===== src/rtl/mem_access_unit.sv =====
// mem_access_unit -- MEM-stage data-memory access unit.
//
// Takes one load/store per instruction, issues it on a registered req/ack
// bus with byte enables and lane-aligned write data, and extends the load
// result. The pipeline is held with m_stall until the access finishes.
// A bus timeout aborts an access that never sees bus_ack.
//
// Build option: define MISALIGN_SPLIT_EN to split word-crossing misaligned
// accesses into two bus transactions. Without it, misaligned half/word
// accesses complete with an address exception and no bus traffic.
//
// Ports:
//   clk, reset        clock, asynchronous active-low reset
//   m_valid/m_wr/m_size/m_sext/m_addr/m_wdata   request from MEM stage
//   m_stall           combinational pipeline freeze
//   m_done            one-cycle completion pulse
//   m_rdata, m_exc    load result / exception code, updated on completion
//   bus_req/bus_we/bus_addr/bus_byteen/bus_wdata   registered bus request
//   bus_ack, bus_rdata                             bus completion
module mem_access_unit #(
  parameter int          ADDR_W  = 32,
  parameter int unsigned TIMEOUT = 255
) (
  input  logic              clk,
  input  logic              reset,
  input  logic              m_valid,
  input  logic              m_wr,
  input  logic [1:0]        m_size,
  input  logic              m_sext,
  input  logic [ADDR_W-1:0] m_addr,
  input  logic [31:0]       m_wdata,
  output logic              m_stall,
  output logic              m_done,
  output logic [31:0]       m_rdata,
  output logic [1:0]        m_exc,
  output logic              bus_req,
  output logic              bus_we,
  output logic [ADDR_W-1:0] bus_addr,
  output logic [3:0]        bus_byteen,
  output logic [31:0]       bus_wdata,
  input  logic              bus_ack,
  input  logic [31:0]       bus_rdata
);

`ifdef MISALIGN_SPLIT_EN
  localparam bit SPLIT = 1'b1;
`else
  localparam bit SPLIT = 1'b0;
`endif

  localparam logic [1:0] IDLE = 2'd0;
  localparam logic [1:0] ACC1 = 2'd1;
  localparam logic [1:0] ACC2 = 2'd2;
  localparam logic [1:0] DONE = 2'd3;

  localparam int CW = (TIMEOUT < 2) ? 1 : $clog2(TIMEOUT + 1);

  logic [1:0]        state;
  logic [CW-1:0]     cnt;
  logic [1:0]        off_q, size_q;
  logic              sext_q, wr_q;
  logic [3:0]        hi_be_q;
  logic [31:0]       hi_wd_q, first_q;

  // request decode from the live MEM-stage inputs
  logic [1:0]        off;
  logic [3:0]        base;
  logic [31:0]       size_mask;
  logic [7:0]        mask;
  logic [63:0]       wwide;
  logic              misal;
  logic [ADDR_W-1:0] waddr;

  always_comb begin
    off = m_addr[1:0];
    case (m_size)
      2'b00:   begin base = 4'b0001; size_mask = 32'h0000_00ff; end
      2'b01:   begin base = 4'b0011; size_mask = 32'h0000_ffff; end
      default: begin base = 4'b1111; size_mask = 32'hffff_ffff; end
    endcase
    mask  = {4'b0000, base} << off;
    // low word feeds the first access, high word the second; lanes
    // outside the access stay zero because the data is masked first
    wwide = {32'h0, m_wdata & size_mask} << {off, 3'b000};
    misal = (m_size == 2'b01 && m_addr[0]) || (m_size[1] && off != 2'b00);
    waddr = {m_addr[ADDR_W-1:2], 2'b00};
  end

  // load assembly: first word sits low, second (if any) high
  logic [31:0] lo, hi, ext;
  logic [63:0] sh64;

  always_comb begin
    lo   = (state == ACC2) ? first_q : bus_rdata;
    hi   = (state == ACC2) ? bus_rdata : 32'h0;
    sh64 = {hi, lo} >> {off_q, 3'b000};
    case (size_q)
      2'b00:   ext = {{24{sext_q & sh64[7]}},  sh64[7:0]};
      2'b01:   ext = {{16{sext_q & sh64[15]}}, sh64[15:0]};
      default: ext = sh64[31:0];
    endcase
  end

  // abort on the TIMEOUT-th consecutive cycle of waiting without ack
  logic tmo_hit;
  assign tmo_hit = (TIMEOUT != 0) && (32'(cnt) == TIMEOUT - 1);

  assign m_stall = reset & ((state == IDLE & m_valid) | state == ACC1 | state == ACC2);
  assign m_done  = (state == DONE);

  always_ff @(posedge clk or negedge reset) begin
    if (!reset) begin
      state      <= IDLE;
      cnt        <= '0;
      off_q      <= '0;
      size_q     <= '0;
      sext_q     <= 1'b0;
      wr_q       <= 1'b0;
      hi_be_q    <= '0;
      hi_wd_q    <= '0;
      first_q    <= '0;
      m_rdata    <= '0;
      m_exc      <= '0;
      bus_req    <= 1'b0;
      bus_we     <= 1'b0;
      bus_addr   <= '0;
      bus_byteen <= '0;
      bus_wdata  <= '0;
    end else begin
      case (state)
        IDLE: begin
          if (m_valid) begin
            if (!SPLIT && misal) begin
              m_exc   <= m_wr ? 2'b10 : 2'b01;
              m_rdata <= '0;
              state   <= DONE;
            end else begin
              bus_req    <= 1'b1;
              bus_we     <= m_wr;
              bus_addr   <= waddr;
              bus_byteen <= mask[3:0];
              bus_wdata  <= wwide[31:0];
              hi_be_q    <= mask[7:4];
              hi_wd_q    <= wwide[63:32];
              off_q      <= off;
              size_q     <= m_size;
              sext_q     <= m_sext;
              wr_q       <= m_wr;
              cnt        <= '0;
              state      <= ACC1;
            end
          end
        end
        ACC1, ACC2: begin
          if (bus_ack) begin
            if (state == ACC1 && SPLIT && hi_be_q != 4'b0000) begin
              // second half of a word-crossing access; req stays high
              first_q    <= bus_rdata;
              bus_addr   <= bus_addr + ADDR_W'(4);
              bus_byteen <= hi_be_q;
              bus_wdata  <= hi_wd_q;
              cnt        <= '0;
              state      <= ACC2;
            end else begin
              bus_req <= 1'b0;
              m_exc   <= 2'b00;
              m_rdata <= wr_q ? 32'h0 : ext;
              state   <= DONE;
            end
          end else if (tmo_hit) begin
            // a store whose first half already landed is left as is
            bus_req <= 1'b0;
            m_exc   <= 2'b11;
            m_rdata <= '0;
            state   <= DONE;
          end else if (TIMEOUT != 0) begin
            cnt <= cnt + 1'b1;
          end
        end
        default: state <= IDLE;  // DONE: the pipeline advances this cycle
      endcase
    end
  end

endmodule

===== config.mk =====
export PLATFORM = sky130hd
export DESIGN_NAME = mem_access_unit
export DESIGN_NICKNAME = d
export VERILOG_FILES = /design/src/rtl/mem_access_unit.sv
export SDC_FILE = /design/constraint.sdc
export NUM_CORES = 1
export LEC_CHECK = 0
export CORE_AREA = 2 2 127 129
export CTS_CLUSTER_DIAMETER = 120
export DETAILED_ROUTE_END_ITERATION = 12
export DIE_AREA = 0 0 129 131
export PLACE_DENSITY = 0.73
export SETUP_SLACK_MARGIN = 0.5
export SLEW_MARGIN = 10
export SYNTH_ARGS = -nofsm -noshare
export SYNTH_HDL_FRONTEND = slang
export SYNTH_SLANG_ARGS = --single-unit

===== constraint.sdc =====
create_clock -name clk -period 2.5 [get_ports clk]
set_clock_uncertainty 0.2 [all_clocks]
set_input_delay 0.25 -clock clk [delete_from_list [all_inputs] [get_ports clk]]
set_output_delay 0.25 -clock clk [all_outputs]
set_load 0.005 [all_outputs]

# --- Word level (Yosys, flattened, before mapping) ---
# Index checks and enable logic that the tools add are counted.
totals:
  regBits: 117
  latchBits: 0
  mem_bits_rw: 0
  romBits: 0
  in_bits: 104
  output_inout_bits: 106
  memories: 0
op_classes:
  addsub: 1
  mul: 0
  n_div: 0
  n_lt_le_gt_ge: 0
  n_eq_ne: 12
  n_shift: 3
  muxes: 31
  bitwise: 8
  reduce_logical: 14
op_table:
  columns: ["op", "count"]
  rows:
  - ["$mux 32", 7]
  - ["$pmux 32 s2", 3]
  - ["$shr 64x5->32", 1]
  - ["$and 32x32->32", 1]
  - ["$mux 8", 4]
  - ["$shl 32x5->32", 1]
  - ["$mux 2", 8]
  - ["$pmux 8 s2", 1]
  - ["$ne 2x2->1 const B", 5]
  - ["$add 8x1->8 const B", 1]
  - ["$eq 8x8->1 const B", 1]
  - ["$pmux 2 s2", 2]
  - ["$pmux 4 s2", 1]
  - ["$reduce_and 4->1", 2]
  - ["$eq 2x1->1 const B", 3]
  - ["$logic_not 2->1", 3]
  - ["$reduce_and 5->1", 1]
  - ["$and 1x1->1", 4]
  - ["$eq 2x2->1 const B", 2]
  - ["$mux 1", 4]
  - ["$reduce_bool 2->1", 2]
  - ["$shl 4x2->4", 1]
  - ["$ne 3x3->1 const B", 1]
  - ["$reduce_and 3->1", 1]
  - ["7 further kinds", 9]

# --- Depth between registers and ports, before layout ---
depth:
  depth_word: 8
  ltp_mapped: 9
  depth_no_buf: 6

# --- Least setup slack after synthesis ---
# OpenSTA, ideal clock, no wires.
synth_timing:
  path_type: "reg-to-reg"
  startpoint: "reg state[0]"
  endpoint: "reg m_rdata[2]"
  setup_ns: 0.125
  arrival_time_ns: 1.980
  required_time_ns: 2.175
  path_slack_ns: 0.196
  stages_incl_launch_ff: 10
  path_buffers: 3
  synth_period_minus_slack_ns: 2.304
  cell_sequence: "dfrtp_1 > inv_1 > ha_1 > buf_2 > nand2b_1 > a41oi_1 > or3_1 > buf_2 > buf_2 > mux2_2"
synth_between:
  elab_chain_cells: 7
synth_rtl:
  columns: ["element", "line", "rtl"]
  rows:
  - ["from (decl)", "58", "logic [1:0] state;"]
  - ["from (signal assigned)", "113", "state <= IDLE;"]
  - ["from (signal assigned)", "136", "state <= DONE;"]
  - ["from (signal assigned)", "150", "state <= ACC1;"]
  - ["$eq 2x2->1", "94, 95, 130", null]
  - ["$mux 32, on equally long branches", "94, 95", null]
  - ["$shr 64x5->32", "96", "sh64 = {hi, lo} >> {off_q, 3'b000};"]
  - ["$pmux 32 s2", "97", "case (size_q)"]
  - ["$mux 32", "167", "m_rdata <= wr_q ? 32'h0 : ext;"]
  - ["$mux 32", "155", "if (bus_ack) begin"]
  - ["$pmux 32 s2", "130", "case (state)"]
  - ["to (signal assigned)", "167", null]
  - ["to (decl)", "34", "output logic [31:0] m_rdata,"]
# Parallel ways exist; a longest one is shown, timed or not.
# A chain may end at the register's enable or synchronous reset.

# --- Final worst setup path ---
layout_timing:
  startpoint: "reg state[1]"
  endpoint: "reg m_rdata[22]"
layout_between:
  elab_chain_cells: 8
layout_rtl:
  columns: ["element", "line"]
  rows:
  - ["$eq 2x2->1", "94, 95, 130"]
  - ["$mux 32, on equally long branches", "94, 95"]
  - ["$shr 64x5->32", "96"]
  - ["$and 1x1->1, on equally long branches", "99, 98"]
  - ["$pmux 32 s2", "97"]
  - ["$mux 32", "167"]
  - ["$mux 32", "155"]
  - ["$pmux 32 s2", "130"]
# Parallel ways exist; a longest one is shown, timed or not.

==> flow_summary.json <==
{
  "drt_wl_total_mm": 19.9,
  "insertedDiodeCount": 0,
  "drtAntennaViolNets": 0,
  "slowest_delay_ns": 0.44,
  "tightest_slew_ns": 0.717,
  "fin_util": 0.635,
  "finalHoldViolations": 0,
  "finalSetupTns_ns": 0,
  "required_ns": 2.60,
  "overflow": 0,
  "hold_class": "in2reg",
  "dr.first_iter.drc_count": 405,
  "rsz0062_at_grt": "true",
  "setup_violations": 0,
  "dp_hpwl_mm": 13.2,
  "grt_util_all_layers": 0.226,
  "first_pass_iters": 5,
  "fp.dieW_um": 129,
  "cp_max_fo": 5,
  "ys_ff_latch": 117,
  "core.rowCount": 46,
  "cp.buffers_inverters": 3,
  "period_minus_slack_ns": 2.19,
  "synth_top_area_share": 0.471,
  "cts-htree-levels": 4,
  "place.gp.congestion": 0.882,
  "clk_latency_ns": 0.42,
  "p_leak_uw": 0.00408,
  "async_flop_share": 1.00,
  "dieArea_sq_um": 16900,
  "cts_tree": "yes",
  "start_util": 0.398,
  "synthCells": 579,
  "synth_cell_types": 52,
  "numCtsBuffers": 17,
  "synth-main-ff-cell": "dfrtp_1",
  "clk_pin_slew_worst_paths_ns": 0.06,
  "crit_path_end_kind": "flop",
  "wl_per_cell_um": 19.2,
  "cpMaxStageDelayCell": "or3_4",
  "dp_slack_ns": -0.106,
  "relSlewSlack": 0.522,
  "ioPinCount": 210,
  "antenna_found_initial": 0,
  "port_buffers": 207,
  "synth_warnings": 32,
  "fmax_mhz": 457,
  "cp_cell_sequence": "inv_2 > ha_4 > o21a_1 > a22oi_2 > or3_4 > buf_12 > buf_16 > a32o_1",
  "chipHeight_um": 131,
  "root_buffer": "clkbuf_16",
  "syn_avg_cell_area_sq_um": 10.7,
  "slew_violations": 0,
  "max-cap-violations": 0,
  "clock_sinks": 117,
  "final_common_cell": "clkdlybuf4s50_1",
  "grt_max_degree": 118,
  "coreArea_sq_um": 15600,
  "synth_area_sq_um": 6210,
  "p_per_area_nw_per_um2": 1190,
  "via_count": 5746,
  "final_cell_mix": "clkdlybuf4s50_1 (204), dfrtp_1 (116), mux2_2 (66), o21ai_0 (50), nand2_1 (41)",
  "cpLargestDelayFamily": "compound AO/OA/AOI/OAI gates",
  "drcViolationCount": 0,
  "nets": 918,
  "startpoint_type": "flop",
  "drive_above_1_share": 0.250,
  "cts_buffer_depth": 2,
  "via_per_inst": 5.54,
  "area_growth_pct": 59.4,
  "synth_seq_area_share": 0.471,
  "arrival_ns": 2.29,
  "ir_drop_v": 0.000575,
  "fin_ws_ns": 0.311,
  "grt_pass1_vias": 5567,
  "yosysTopAreaCell": "dfrtp_1",
  "synth_area_leaders": "dfrtp_1 (47%), mux2_2 (12%), o21ai_0 (4.4%)",
  "worst-setup-path-type": "reg2reg",
  "fin_crit_sh": 0.875,
  "synth_edf_count": 0,
  "status": "complete, no violations",
  "grt_pass1_wl_mm": 29.7
}
-- per-stage QoR --
step	cell area (sq um)	std cells	power (uW)	hold WS, ns
after floorplan	6300	580	5700	-0.246
after global placement	8600	971	7730	0.219
after detailed placement	8600	971	7880	0.225
after CTS	9680	1030	11400	0.230
after global routing	9900	1037	12500	0.228
final	9900	1037	11800	0.241
-- final cells by class --
type / instances / area (sq um)
repair buffers: 261 / 2690
fillers: 1186 / 5700
multi-input cells: 403 / 3360
inverters: 8 / 33.8
flip-flops and latches: 117 / 2930
clock buffers: 17 / 425
well taps: 216 / 270
clock inverters: 15 / 193
-- report_power, final --
| part | internal, uW | switching, uW |
|---|---|---|
| clock | 1590 | 955 |
| combinational | 3530 | 2610 |
| sequential | 2630 | 514 |
| total | 7750 | 4080 |
-- cell families after synthesis --
family / synth area share
flip-flops: 0.471
AND/OR/NAND/NOR: 0.112
XOR/XNOR: 0.00141
buffers and inverters: 0.0437
AO/OA/AOI/OAI: 0.190
other: 0.000604
multiplexers: 0.169
adder cells (fa/ha/maj): 0.0121
-- Yosys cell counts, types with 3 or more instances --
| master | number |
|---|---|
| mux2i_1 | 27 |
| nor3_1 | 3 |
| or3_1 | 3 |
| a31oi_1 | 8 |
| nand3_1 | 15 |
| o31ai_1 | 5 |
| or4_1 | 5 |
| a2bb2oi_1 | 8 |
| a22o_1 | 9 |
| inv_1 | 8 |
| mux2_2 | 66 |
| o211ai_1 | 3 |
| a22oi_1 | 17 |
| ha_1 | 6 |
| buf_1 | 6 |
| nor2b_1 | 15 |
| nand4_1 | 3 |
| nand3b_1 | 6 |
| buf_2 | 13 |
| nand2b_1 | 21 |
| nor2_1 | 11 |
| a21o_1 | 4 |
| o2bb2ai_1 | 8 |
| o21ai_0 | 55 |
| a21oi_1 | 6 |
| dfrtp_1 | 117 |
| nand2_1 | 43 |
| a32o_1 | 16 |
| clkbuf_1 | 31 |
| o221ai_1 | 15 |
-- sequential cells by signal (all words and copies together) (netlist names) --
register / cells
wr_q: 1
size_q: 2
sext_q: 1
state: 2
bus_byteen: 4
cnt: 8
bus_addr: 30
off_q: 2
m_rdata: 32
bus_wdata: 32
bus_req: 1
m_exc: 2
-- layer usage --
layer  up-vias  GRT usage  wire [um]
li1       2629          -          -
met1      2812      0.305       8560
met2       268      0.360       9530
met3        37     0.0594       1520
met4         0     0.0703        337
met5         -          0          0
-- final timing paths --
kind | start | to | slack, ns | depth (start not counted)
setup / recovery | state[1]$_DFFE_PN0P_ | m_rdata[22]$_DFFE_PN0P_ | 0.31 | 8
hold / removal | m_addr[27] | bus_addr[27]$_DFFE_PN0P_ | 0.24 | 2
setup reg to reg | state[1]$_DFFE_PN0P_ | m_rdata[22]$_DFFE_PN0P_ | 0.31 | 8
hold reg to reg | bus_wdata[10]$_DFFE_PN0P_ | bus_wdata[10]$_DFFE_PN0P_ | 0.28 | 2
max in group asynchronous | reset | cnt[3]$_DFFE_PN0P_ | 1.33 | 3
min in group asynchronous | reset | state[1]$_DFFE_PN0P_ | 0.26 | 3
-- timing repair --
item,CTS,global route
cloned,5,2
hold buffers,1,0
pin swaps,18,9
buffers inserted,21,5
endpoints found under the hold margin,117,0
endpoints found under the setup margin,56,87
gates resized for setup,39,33
(Power assumes the default switching activity.)
